### src/rtl/uart_tx_arbiter.sv
// Round-robin arbiter sharing one UART transmitter between NUM_REQ byte-stream
// requesters, with optional packet lock and a lock timeout.
module uart_tx_arbiter #(
    parameter int NUM_REQ      = 4,
    parameter int ID_W         = 2,
    parameter bit PKT_LOCK     = 1'b1,
    parameter int LOCK_TIMEOUT = 1024
) (
    input  logic                 clk,
    input  logic                 reset,
    input  logic [NUM_REQ-1:0]   req_valid,
    input  logic [8*NUM_REQ-1:0] req_data,
    input  logic [NUM_REQ-1:0]   req_last,
    output logic [NUM_REQ-1:0]   req_ready,
    output logic [7:0]           uart_tx_byte,
    output logic                 uart_transmit,
    input  logic                 uart_is_transmitting,
    output logic [ID_W-1:0]      grant_id,
    output logic                 busy,
    output logic                 lock_dropped
);

    localparam int IDX_W = $clog2(NUM_REQ);
    localparam int CNT_W = (LOCK_TIMEOUT > 0) ? $clog2(LOCK_TIMEOUT + 1) : 1;
    localparam logic [CNT_W-1:0] CNT_LAST = CNT_W'((LOCK_TIMEOUT > 0) ? LOCK_TIMEOUT - 1 : 0);
    localparam logic [ID_W-1:0] LAST_ID = ID_W'(NUM_REQ - 1);
    localparam logic [NUM_REQ-1:0] ONE_HOT0 = NUM_REQ'(1);

    typedef enum logic [2:0] {IDLE, ACCEPT, START, SEND, HOLD} state_t;

    state_t             state;
    logic [ID_W-1:0]    rr_ptr;
    logic [CNT_W-1:0]   tmo_cnt;
    logic               last_q;

    logic [7:0]         req_bytes [NUM_REQ];
    logic [IDX_W-1:0]   grant_idx;
    logic [ID_W-1:0]    next_id;
    logic [NUM_REQ-1:0] rot_valid;
    logic               pick_found;
    logic [ID_W-1:0]    pick_id;
    int                 pick_sum;

    for (genvar g = 0; g < NUM_REQ; g++) begin : g_unpack
        assign req_bytes[g] = req_data[8*g +: 8];
    end

    assign grant_idx = IDX_W'(grant_id);
    assign next_id   = (grant_id == LAST_ID) ? '0 : grant_id + 1'b1;
    // Requests rotated so that bit 0 is the requester rr_ptr points at.
    assign rot_valid = NUM_REQ'({req_valid, req_valid} >> rr_ptr);

    // NOTE: every variable written here gets a default first, so no latch is inferred.
    always_comb begin
        pick_found = 1'b0;
        pick_id    = '0;
        pick_sum   = 0;
        for (int i = 0; i < NUM_REQ; i++) begin
            if (rot_valid[i] && !pick_found) begin
                pick_found = 1'b1;
                pick_sum   = int'(rr_ptr) + i;
                if (pick_sum >= NUM_REQ) pick_sum = pick_sum - NUM_REQ;
                pick_id    = ID_W'(pick_sum);
            end
        end
    end

    // NOTE: all state and registered outputs update with non-blocking assignments.
    always_ff @(posedge clk) begin
        if (reset) begin
            state         <= IDLE;
            rr_ptr        <= '0;
            tmo_cnt       <= '0;
            last_q        <= 1'b0;
            req_ready     <= '0;
            uart_tx_byte  <= '0;
            uart_transmit <= 1'b0;
            grant_id      <= '0;
            busy          <= 1'b0;
            lock_dropped  <= 1'b0;
        end else begin
            req_ready    <= '0;
            lock_dropped <= 1'b0;
            case (state)
                IDLE: begin
                    if (pick_found) begin
                        grant_id  <= pick_id;
                        req_ready <= ONE_HOT0 << pick_id;
                        busy      <= 1'b1;
                        state     <= ACCEPT;
                    end
                end
                ACCEPT: begin
                    uart_tx_byte  <= req_bytes[grant_idx];
                    last_q        <= req_last[grant_idx];
                    uart_transmit <= 1'b1;
                    state         <= START;
                end
                START: begin
                    if (uart_is_transmitting) begin
                        uart_transmit <= 1'b0;
                        state         <= SEND;
                    end
                end
                SEND: begin
                    if (!uart_is_transmitting) begin
                        if (!PKT_LOCK || last_q) begin
                            rr_ptr <= next_id;
                            busy   <= 1'b0;
                            state  <= IDLE;
                        end else begin
                            tmo_cnt <= '0;
                            state   <= HOLD;
                        end
                    end
                end
                HOLD: begin
                    // Only the locked requester can continue the packet.
                    if (req_valid[grant_idx]) begin
                        req_ready <= ONE_HOT0 << grant_id;
                        state     <= ACCEPT;
                    end else if (LOCK_TIMEOUT != 0 && tmo_cnt == CNT_LAST) begin
                        lock_dropped <= 1'b1;
                        rr_ptr       <= next_id;
                        busy         <= 1'b0;
                        state        <= IDLE;
                    end else if (tmo_cnt != '1) begin
                        tmo_cnt <= tmo_cnt + 1'b1;
                    end
                end
                default: state <= IDLE;
            endcase
        end
    end

endmodule

### config.mk
export PLATFORM = sky130hd
export DESIGN_NAME = uart_tx_arbiter
export DESIGN_NICKNAME = d
export VERILOG_FILES = /design/src/rtl/uart_tx_arbiter.sv
export SDC_FILE = /design/constraint.sdc
export NUM_CORES = 1
export LEC_CHECK = 0
export ABC_AREA = 1
export BUFFER_PORTS_ARGS = -buffer_cell sky130_fd_sc_hd__buf_2
export CELL_PAD_IN_SITES_DETAIL_PLACEMENT = 1
export CELL_PAD_IN_SITES_GLOBAL_PLACEMENT = 1
export CORE_UTILIZATION = 34
export CTS_BUF_LIST = sky130_fd_sc_hd__clkbuf_4
export DETAILED_ROUTE_END_ITERATION = 6
export PLACE_DENSITY = 0.8
export SYNTH_ARGS = -nofsm -noshare
export SYNTH_HDL_FRONTEND = slang
export SYNTH_SLANG_ARGS = --single-unit
### constraint.sdc
create_clock -name clk -period 1.52 [get_ports clk]
set_input_delay 0.304 -clock clk [delete_from_list [all_inputs] [get_ports clk]]
set_output_delay 0.304 -clock clk [all_outputs]
set_load 0.02 [all_outputs]
==> results of run 1 <==
==> layout make-up <==
cell class                      instances  area (um^2)
Clock buffer                            5         37.5
Clock inverter                          3         11.3
Fill cell                             829         3230
Inverter                               48          193
Multi-Input combinational cell        243         1530
Sequential cell                        34          701
Tap cell                               77         96.3
Timing Repair Buffer                   98          621
==> tightest hold or removal path: cells and delay by family <==
family,cells,cell delay (ns)
AO/OA/AOI/OAI,1,0.08
buffers and inverters,1,0.11
AND/OR/NAND/NOR,1,0.08
==> cell families after synthesis <==
family / count (synthesis)
and+or+nand+nor: 159
AOI/OAI and AO/OA: 74
DFF: 34
buffers and inverters: 62
adders and majority gates: 5
xor gates and xnor gates: 5
==> what timing repair did <==
item / CTS / global route
buffers inserted: 3 / 5
cloned: 0 / 0
endpoints found under the setup margin: 8 / 23
pin swaps: 4 / 13
resized for setup: 15 / 50
==> registers in the layout, indices dropped and copies added, names as in the netlist <==
signal,cells
rr_ptr,2
grant_id,2
lock_dropped,1
busy,1
uart_tx_byte,8
tmo_cnt,11
uart_transmit,1
req_ready,4
state,3
last_q,1
==> where the power goes <==
part | internal (W) | switching [W] | total [W]
Combinational | 0.00121 | 0.00194 | 0.00315
Clock | 0.000165 | 0.000323 | 0.000487
Sequential | 0.00117 | 0.000183 | 0.00136
Total | 0.00255 | 0.00244 | 0.00499
==> layout by cell type (no fill, tap or decap), drive strengths merged, types with 7 or more instances in the layout <==
| cell | synthesis | final |
|---|---|---|
| a21oi | 28 | 28 |
| buf | 5 | 98 |
| inv | 48 | 48 |
| nand2 | 70 | 70 |
| o22ai | 9 | 9 |
| nor2 | 45 | 45 |
| nor3 | 7 | 7 |
| dfxtp | 34 | 34 |
| o21ai | 36 | 36 |
| nand4 | 7 | 7 |
| nand3 | 24 | 24 |
==> path summary, 6_finish.rpt <==
kind                            cells after the start                 start  slack (ns)             to
worst max-delay path                                9              state[0]        0.03   req_ready[3]
worst min-delay path                                3  uart_is_transmitting        0.26       state[1]
worst max register to register                      9              state[0]        0.03   req_ready[3]
worst min register to register                      2         uart_transmit        0.46  uart_transmit
==> stage by stage <==
stage,setup slack [ns],hold slack (ns),utilization
2_1_floorplan,0.0543,0.433,-
3_3_place_gp,-0.0242,0.446,0.442
3_5_place_dp,-0.0689,0.453,0.442
4_1_cts,0.00297,0.244,0.461
5_1_grt,-0.0909,0.269,0.497
6_report,0.0309,0.262,0.497
==> layer usage <==
layer,wire (um),track usage,vias to the layer above
li1,-,-,1279
met1,3110,0.229,1197
met2,3750,0.376,69
met3,418,0.0623,18
met4,202,0.0799,0
met5,0,0,-
==> impl_metrics.prom, run 1 <==
# TYPE chip_impl_metric gauge
chip_impl_metric{name="dr.first_iter.drc_count",unit=""} 83
chip_impl_metric{name="global_route_wire_length_before_repair",unit="mm"} 11.8
chip_impl_metric{name="clkLatencyLatePin",unit="ns"} 0.37
chip_impl_metric{name="achievable-frequency",unit="MHz"} 672
chip_impl_metric{name="critical_path_peak_fanout",unit=""} 5
chip_impl_metric{name="syn_to_final_growth",unit="%"} 40.1
chip_impl_metric{name="ctsHoldBuffers",unit=""} 0
chip_impl_metric{name="clk_path_buf_depth",unit=""} 2
chip_impl_metric{name="layout.cells.non_filler",unit=""} 508
chip_impl_metric{name="routed_wirelength",unit="mm"} 7.48
chip_impl_info{name="cpLargestDelayFamily",value="buffers and inverters"} 1
chip_impl_info{name="crit_type",value="flip-flop to flip-flop"} 1
chip_impl_metric{name="cts_buffers",unit=""} 5
chip_impl_metric{name="design.portCount",unit=""} 60
chip_impl_metric{name="finalHoldViolations",unit=""} 0
chip_impl_metric{name="ir_drop",unit="mV"} 0.747
chip_impl_metric{name="clk_pin_slew_worst_paths",unit="ns"} 0.12
chip_impl_info{name="tritoncts_clock_tree",value="done"} 1
chip_impl_info{name="outcome",value="finished, violations left"} 1
chip_impl_metric{name="grt_overflow",unit=""} 0
chip_impl_info{name="synth_top_cell_by_area",value="sky130_fd_sc_hd__dfxtp_1"} 1
chip_impl_metric{name="synth.area.mux_share",unit=""} 0
chip_impl_metric{name="synth-compound-area-share",unit=""} 0.175
chip_impl_metric{name="routed_wire_length_per_instance",unit="um"} 14.7
chip_impl_metric{name="floorplan.core_area",unit="mm^2"} 0.00642
chip_impl_metric{name="port-buffer-count",unit=""} 59
chip_impl_info{name="synth_area_leaders",value="sky130_fd_sc_hd__dfxtp_1 30%, sky130_fd_sc_hd__nand2_1 8.7%, sky130_fd_sc_hd__o21ai_0 7.7%"} 1
chip_impl_metric{name="route.vias.total",unit=""} 2563
chip_impl_metric{name="post-route-period-util",unit=""} 0.980
chip_impl_metric{name="layout-drive-gt1-share",unit=""} 0.445
chip_impl_metric{name="detailedPlacementHpwl",unit="mm"} 5.52
chip_impl_metric{name="grt_max_degree",unit=""} 21
chip_impl_metric{name="setup_tns",unit="ns"} 0
chip_impl_metric{name="post_detailed_route_drc_marker_count",unit=""} 3
chip_impl_metric{name="ys_seq_elements",unit=""} 34
chip_impl_metric{name="worst_ep_arrival_time",unit="ns"} 1.78
chip_impl_info{name="worstPathCellList",value="nor2_4 > inv_2 > nor2_8 > buf_12 > nand2_4 > buf_4 > inv_1 > nand2_1 > a21oi_2"} 1
chip_impl_metric{name="setup_viol_count_final",unit=""} 0
chip_impl_metric{name="power.static_leakage",unit="nW"} 1.48
chip_impl_metric{name="synth_enable_flop_cells",unit=""} 0
chip_impl_metric{name="async_flop_share",unit=""} 0
chip_impl_metric{name="placed_cell_area",unit="mm^2"} 0.00284
chip_impl_metric{name="antenna_left",unit=""} 0
chip_impl_metric{name="antenna_found_initial",unit=""} 0
chip_impl_info{name="critPathLaunchType",value="flip-flop"} 1
chip_impl_metric{name="critical_path_buf_inv_count",unit=""} 4
chip_impl_metric{name="fp.dieArea",unit="mm^2"} 0.00702
chip_impl_metric{name="stdcell_area",unit="mm^2"} 0.00319
chip_impl_metric{name="postSynthAreaPerCell",unit="um^2"} 6.71
chip_impl_metric{name="total_power",unit="W"} 0.00499
chip_impl_metric{name="power_per_cell_area",unit="mW/mm^2"} 1570
chip_impl_metric{name="synth_cell_types",unit=""} 34
chip_impl_metric{name="grt_usage",unit=""} 0.209
chip_impl_metric{name="num-nets-final",unit=""} 478
chip_impl_info{name="hold_class",value="input pin to flip-flop"} 1
chip_impl_metric{name="grt_pass1_vias",unit=""} 2603
chip_impl_metric{name="synth-xor-area-share",unit=""} 0.0192
chip_impl_metric{name="slew_headroom",unit=""} 0.706
chip_impl_info{name="clockRootBuffer",value="sky130_fd_sc_hd__clkbuf_4"} 1
chip_impl_metric{name="max_slew_violation_total_from_the_final_report",unit=""} 0
chip_impl_metric{name="clock-skew-final",unit="ns"} 0.0208
chip_impl_metric{name="synth_seq_area_share",unit=""} 0.299
chip_impl_info{name="synth_common_cells",value="53 x sky130_fd_sc_hd__nand2_1, 40 x sky130_fd_sc_hd__inv_1, 40 x sky130_fd_sc_hd__nor2_1"} 1
chip_impl_metric{name="placed_cells",unit=""} 492
chip_impl_metric{name="tightestPinTransition",unit="ns"} 0.437
chip_impl_info{name="failing_checks",value="DRC"} 1
chip_impl_metric{name="gp_routability_congestion",unit=""} 0.836
chip_impl_metric{name="post_synth_fa_ha_maj_area_fraction",unit=""} 0.0275
chip_impl_metric{name="h-tree-depth",unit=""} 2
chip_impl_info{name="most_instantiated_library_cell_after_synthesis",value="sky130_fd_sc_hd__nand2_1"} 1
chip_impl_metric{name="placement_rows",unit=""} 29
chip_impl_info{name="largest_family_of_logic_cells_by_synthesized_area",value="simple AND/OR/NAND/NOR gates"} 1
chip_impl_info{name="critPathSlowestCell",value="sky130_fd_sc_hd__dfxtp_4"} 1
chip_impl_info{name="grt_setup_unrepaired",value="true"} 1
chip_impl_info{name="crit_path_end_kind",value="flip-flop"} 1
chip_impl_metric{name="dieWidth",unit="um"} 83.8
chip_impl_metric{name="synthCells",unit=""} 339
chip_impl_metric{name="required",unit="ns"} 1.81
chip_impl_metric{name="firstDrtPassIters",unit=""} 6
chip_impl_metric{name="floorplan.die.height",unit="um"} 83.8
chip_impl_metric{name="synthDominantCellAreaShare",unit=""} 0.299
chip_impl_metric{name="synth-warning-count",unit=""} 0
chip_impl_metric{name="starting_density",unit=""} 0.354
chip_impl_metric{name="n_antenna_cell",unit=""} 0
chip_impl_metric{name="mappedNetlistNets",unit=""} 387
chip_impl_metric{name="post_synth_and_or_nand_nor_area_fraction",unit=""} 0.366
chip_impl_metric{name="viasPerCell",unit=""} 5.05
chip_impl_metric{name="timing.critical_path.slowest_cell_delay",unit="ns"} 0.39
chip_impl_metric{name="drv.max_cap_violation_count",unit=""} 0
chip_impl_info{name="ys.flop_type",value="sky130_fd_sc_hd__dfxtp_1"} 1
chip_impl_metric{name="cts.sinks",unit=""} 34
chip_impl_metric{name="synthesis.area",unit="mm^2"} 0.00228
chip_impl_metric{name="final_period_minus_worst_setup_slack",unit="ns"} 1.49
Note: power is estimated with default switching activity, not from simulation.
==> run 2: changes to the inputs <==
- BUFFER_PORTS_ARGS: -buffer_cell sky130_fd_sc_hd__buf_2 -> -buffer_cell sky130_fd_sc_hd__buf_4
- CTS_CLUSTER_DIAMETER: default -> 150
==> run 2 against run 1 <==
  * The flow finishes with violations (DRC, setup timing)
  * Via count decreased by 0.62%
  * Power grew 2.2%
  * Critical path depth up 1
  * Routed wire length decreased by 2.1%
  * Final cell count is 0.20% higher
  * Design area rose by 3.6%
  * Sequential power barely moved
  * Critical endpoint is now state[0]
  * Sequential cell count is the same
  * Global-route usage fell by 0.088 points
  * Worst hold slack improved by 0.016 ns
  * Worst setup slack got worse by 0.085 ns
  * Clock-buffer cell count stayed put
==> impl_metrics.prom, run 2 (synthesis results as in run 1) <==
# TYPE chip_impl_metric gauge
chip_impl_metric{name="ctsHoldBuffers",unit=""} 0
chip_impl_metric{name="max_slew_violation_total_from_the_final_report",unit=""} 0
chip_impl_info{name="r2r-start",value="rr_ptr[0]"} 1
chip_impl_info{name="grt_setup_unrepaired",value="true"} 1
chip_impl_metric{name="required",unit="ns"} 1.74
chip_impl_metric{name="worstHoldPathCells",unit=""} 4
chip_impl_metric{name="tightestPinTransition",unit="ns"} 0.384
chip_impl_metric{name="starting_density",unit=""} 0.354
chip_impl_info{name="worstPathCellList",value="buf_12 > inv_6 > nand2_1 > nand3_2 > nand2_4 > a21oi_4 > nand4_1 > buf_4 > nand4_1 > a21oi_2"} 1
chip_impl_metric{name="global_route_wire_length_before_repair",unit="mm"} 11.9
chip_impl_metric{name="clk_pin_slew_worst_paths",unit="ns"} 0.11
chip_impl_metric{name="num-nets-final",unit=""} 479
chip_impl_metric{name="route.vias.total",unit=""} 2547
chip_impl_metric{name="dieWidth",unit="um"} 83.8
chip_impl_metric{name="gp_routability_congestion",unit=""} 0.802
chip_impl_metric{name="ir_drop",unit="mV"} 0.954
chip_impl_info{name="outcome",value="finished, violations left"} 1
chip_impl_metric{name="grt_max_degree",unit=""} 29
chip_impl_metric{name="design.portCount",unit=""} 60
chip_impl_metric{name="syn_to_final_growth",unit="%"} 45.1
chip_impl_metric{name="antenna_found_initial",unit=""} 0
chip_impl_metric{name="layout.cells.non_filler",unit=""} 509
chip_impl_metric{name="drv.max_cap_violation_count",unit=""} 0
chip_impl_metric{name="clk_path_buf_depth",unit=""} 2
chip_impl_info{name="crit_path_end_kind",value="flip-flop"} 1
chip_impl_info{name="most-common-layout-cells",value="95 x sky130_fd_sc_hd__buf_4, 47 x sky130_fd_sc_hd__nand2_1, 38 x sky130_fd_sc_hd__inv_1"} 1
chip_impl_metric{name="routed_wire_length_per_instance",unit="um"} 14.4
chip_impl_metric{name="regToRegSetupSlack",unit="ns"} -0.05
chip_impl_metric{name="achievable-frequency",unit="MHz"} 635
chip_impl_metric{name="preCtsSetupSlack",unit="ns"} -0.131
chip_impl_metric{name="dr.first_iter.drc_count",unit=""} 59
chip_impl_metric{name="post-route-period-util",unit=""} 1.04
chip_impl_info{name="tritoncts_clock_tree",value="done"} 1
chip_impl_metric{name="critical_path_peak_fanout",unit=""} 7
chip_impl_metric{name="placed_cells",unit=""} 489
chip_impl_info{name="critPathSlowestCell",value="sky130_fd_sc_hd__dfxtp_2"} 1
chip_impl_info{name="grt_most_used_layer",value="met2"} 1
chip_impl_info{name="worstReg2RegEnd",value="state[0]"} 1
chip_impl_metric{name="grt_use_met3",unit=""} 0.0504
chip_impl_metric{name="worst_ep_arrival_time",unit="ns"} 1.80
chip_impl_metric{name="finalHoldViolations",unit=""} 0
chip_impl_metric{name="grt_overflow",unit=""} 0
chip_impl_info{name="critPathLaunchType",value="flip-flop"} 1
chip_impl_metric{name="slew_headroom",unit=""} 0.742
chip_impl_metric{name="post_detailed_route_drc_marker_count",unit=""} 2
chip_impl_info{name="cpLargestDelayFamily",value="simple AND/OR/NAND/NOR gates"} 1
chip_impl_metric{name="n_antenna_cell",unit=""} 0
chip_impl_info{name="largestRegisters",value="tmo_cnt: 11 flops, uart_tx_byte: 8 flops, req_ready: 4 flops"} 1
chip_impl_metric{name="critical_path_buf_inv_count",unit=""} 3
chip_impl_metric{name="final_period_minus_worst_setup_slack",unit="ns"} 1.57
chip_impl_metric{name="fp.dieArea",unit="mm^2"} 0.00702
chip_impl_info{name="top_register",value="tmo_cnt"} 1
chip_impl_info{name="failing_checks",value="DRC, setup timing"} 1
chip_impl_metric{name="setup_viol_count_final",unit=""} 1
chip_impl_metric{name="global_route.usage.met2",unit=""} 0.391
chip_impl_metric{name="clkLatencyLatePin",unit="ns"} 0.34
chip_impl_metric{name="total_power",unit="W"} 0.00510
chip_impl_metric{name="h-tree-depth",unit=""} 2
chip_impl_info{name="hold_class",value="input pin to flip-flop"} 1
chip_impl_metric{name="grt_pass1_vias",unit=""} 2696
chip_impl_metric{name="power.static_leakage",unit="nW"} 1.54
chip_impl_metric{name="viasPerCell",unit=""} 5.00
chip_impl_metric{name="firstDrtPassIters",unit=""} 6
chip_impl_metric{name="routed_wirelength",unit="mm"} 7.33
chip_impl_metric{name="reg2regPathDepth",unit=""} 10
chip_impl_metric{name="port-buffer-count",unit=""} 59
chip_impl_metric{name="max_ffs_per_register",unit=""} 11
chip_impl_metric{name="layout_setup_ws",unit="ns"} -0.0539
chip_impl_info{name="clockRootBuffer",value="sky130_fd_sc_hd__clkbuf_4"} 1
chip_impl_info{name="worst_hold_end",value="uart_transmit"} 1
chip_impl_info{name="hold_path_startpoint",value="uart_is_transmitting"} 1
chip_impl_metric{name="clock-skew-final",unit="ns"} 0.0104
chip_impl_metric{name="cts_buffers",unit=""} 5
chip_impl_metric{name="cts.sinks",unit=""} 34
chip_impl_metric{name="floorplan.core_area",unit="mm^2"} 0.00642
chip_impl_metric{name="placement_rows",unit=""} 29
chip_impl_info{name="layout_commonest_cell",value="sky130_fd_sc_hd__buf_4"} 1
chip_impl_metric{name="timing.critical_path.slowest_cell_delay",unit="ns"} 0.34
chip_impl_metric{name="groute.layer.met1.usage",unit=""} 0.234
chip_impl_metric{name="grt_usage",unit=""} 0.208
chip_impl_info{name="critPathMostFrequentCell",value="sky130_fd_sc_hd__nand4_1"} 1
chip_impl_metric{name="layout-drive-gt1-share",unit=""} 0.428
chip_impl_metric{name="floorplan.die.height",unit="um"} 83.8
chip_impl_metric{name="power_per_cell_area",unit="mW/mm^2"} 1540
chip_impl_metric{name="detailedPlacementHpwl",unit="mm"} 5.60
chip_impl_metric{name="antenna_left",unit=""} 0
chip_impl_info{name="crit_type",value="flip-flop to flip-flop"} 1
run 2: cell types whose count changed in the layout (fill, tap and decap cells not counted), moves of 2 or more:
cell / delta
sky130_fd_sc_hd__dfxtp_2: -3
sky130_fd_sc_hd__buf_2: -59
sky130_fd_sc_hd__nor3_2: -3
sky130_fd_sc_hd__nor3_1: +2
sky130_fd_sc_hd__nand3_4: -2
sky130_fd_sc_hd__clkinv_1: -2
sky130_fd_sc_hd__nand2_4: -2
sky130_fd_sc_hd__inv_1: +2
sky130_fd_sc_hd__inv_2: -3
sky130_fd_sc_hd__buf_4: +60
sky130_fd_sc_hd__nand2_1: +2
sky130_fd_sc_hd__dfxtp_1: +3
run 2: worst register-to-register path: stages (launching register included):
cell and delay [ns]:
sky130_fd_sc_hd__dfxtp_2 0.34, sky130_fd_sc_hd__buf_12 0.13, sky130_fd_sc_hd__inv_6 0.07, sky130_fd_sc_hd__nand2_1 0.07, sky130_fd_sc_hd__nand3_2 0.09, sky130_fd_sc_hd__nand2_4 0.08, sky130_fd_sc_hd__a21oi_4 0.15, sky130_fd_sc_hd__nand4_1 0.17
sky130_fd_sc_hd__buf_4 0.19, sky130_fd_sc_hd__nand4_1 0.10, sky130_fd_sc_hd__a21oi_2 0.08
run 2: area by class of cell:
cell class              count  area (um^2)
clock buffers               5         37.5
clock inverters             3         16.3
fillers                   837         3120
inverters                  48          193
multi-input cells         243         1480
flip-flops and latches     34          697
well taps                  77         96.3
repair buffers             99          785
run 2: per-layer routing:
layer,share of wire,up-vias
li1,-,1280
met5,0,-
met3,0.045,14
met4,0.016,0
met1,0.42,1188
met2,0.52,65
run 2: worst max path at each step:
stage          depth (start not counted)  slack, ns        start         to
5_1_grt                               10      -0.08    rr_ptr[0]   state[0]
4_1_cts                               10      -0.01   tmo_cnt[0]  rr_ptr[0]
2_1_floorplan                          6       0.05  grant_id[0]  rr_ptr[1]
3_3_place_gp                          10      -0.04   tmo_cnt[1]  rr_ptr[0]
6_report                              10      -0.05    rr_ptr[0]   state[0]
3_5_place_dp                          10      -0.13   tmo_cnt[0]  rr_ptr[0]
run 2: report_power, final:
part | switching (W) | internal [W] | total, W | leakage [nW]
clock | 0.000319 | 0.000172 | 0.000491 | 0.0286
combinational | 0.00191 | 0.00134 | 0.00325 | 1.23
sequential | 0.000191 | 0.00117 | 0.00136 | 0.282
total | 0.00242 | 0.00268 | 0.00510 | 1.54
run 2: timing repair:
item,4_1_cts,5_1_grt
setup buffers,3,9
pin swaps,4,13
setup endpoints to repair,10,23
gates resized for setup,11,40
run 2: stage by stage:
step                      hold slack, ns   util  cell area, um^2   TNS, ns
final                              0.279  0.514             3300   -0.0539
after global routing               0.293  0.514             3300    -0.762
after CTS                          0.255  0.480             3090  -0.00971
after detailed placement           0.451  0.464             2980    -0.230
after global placement             0.444  0.464             2980   -0.0364
after floorplan                    0.433      -             2280         0
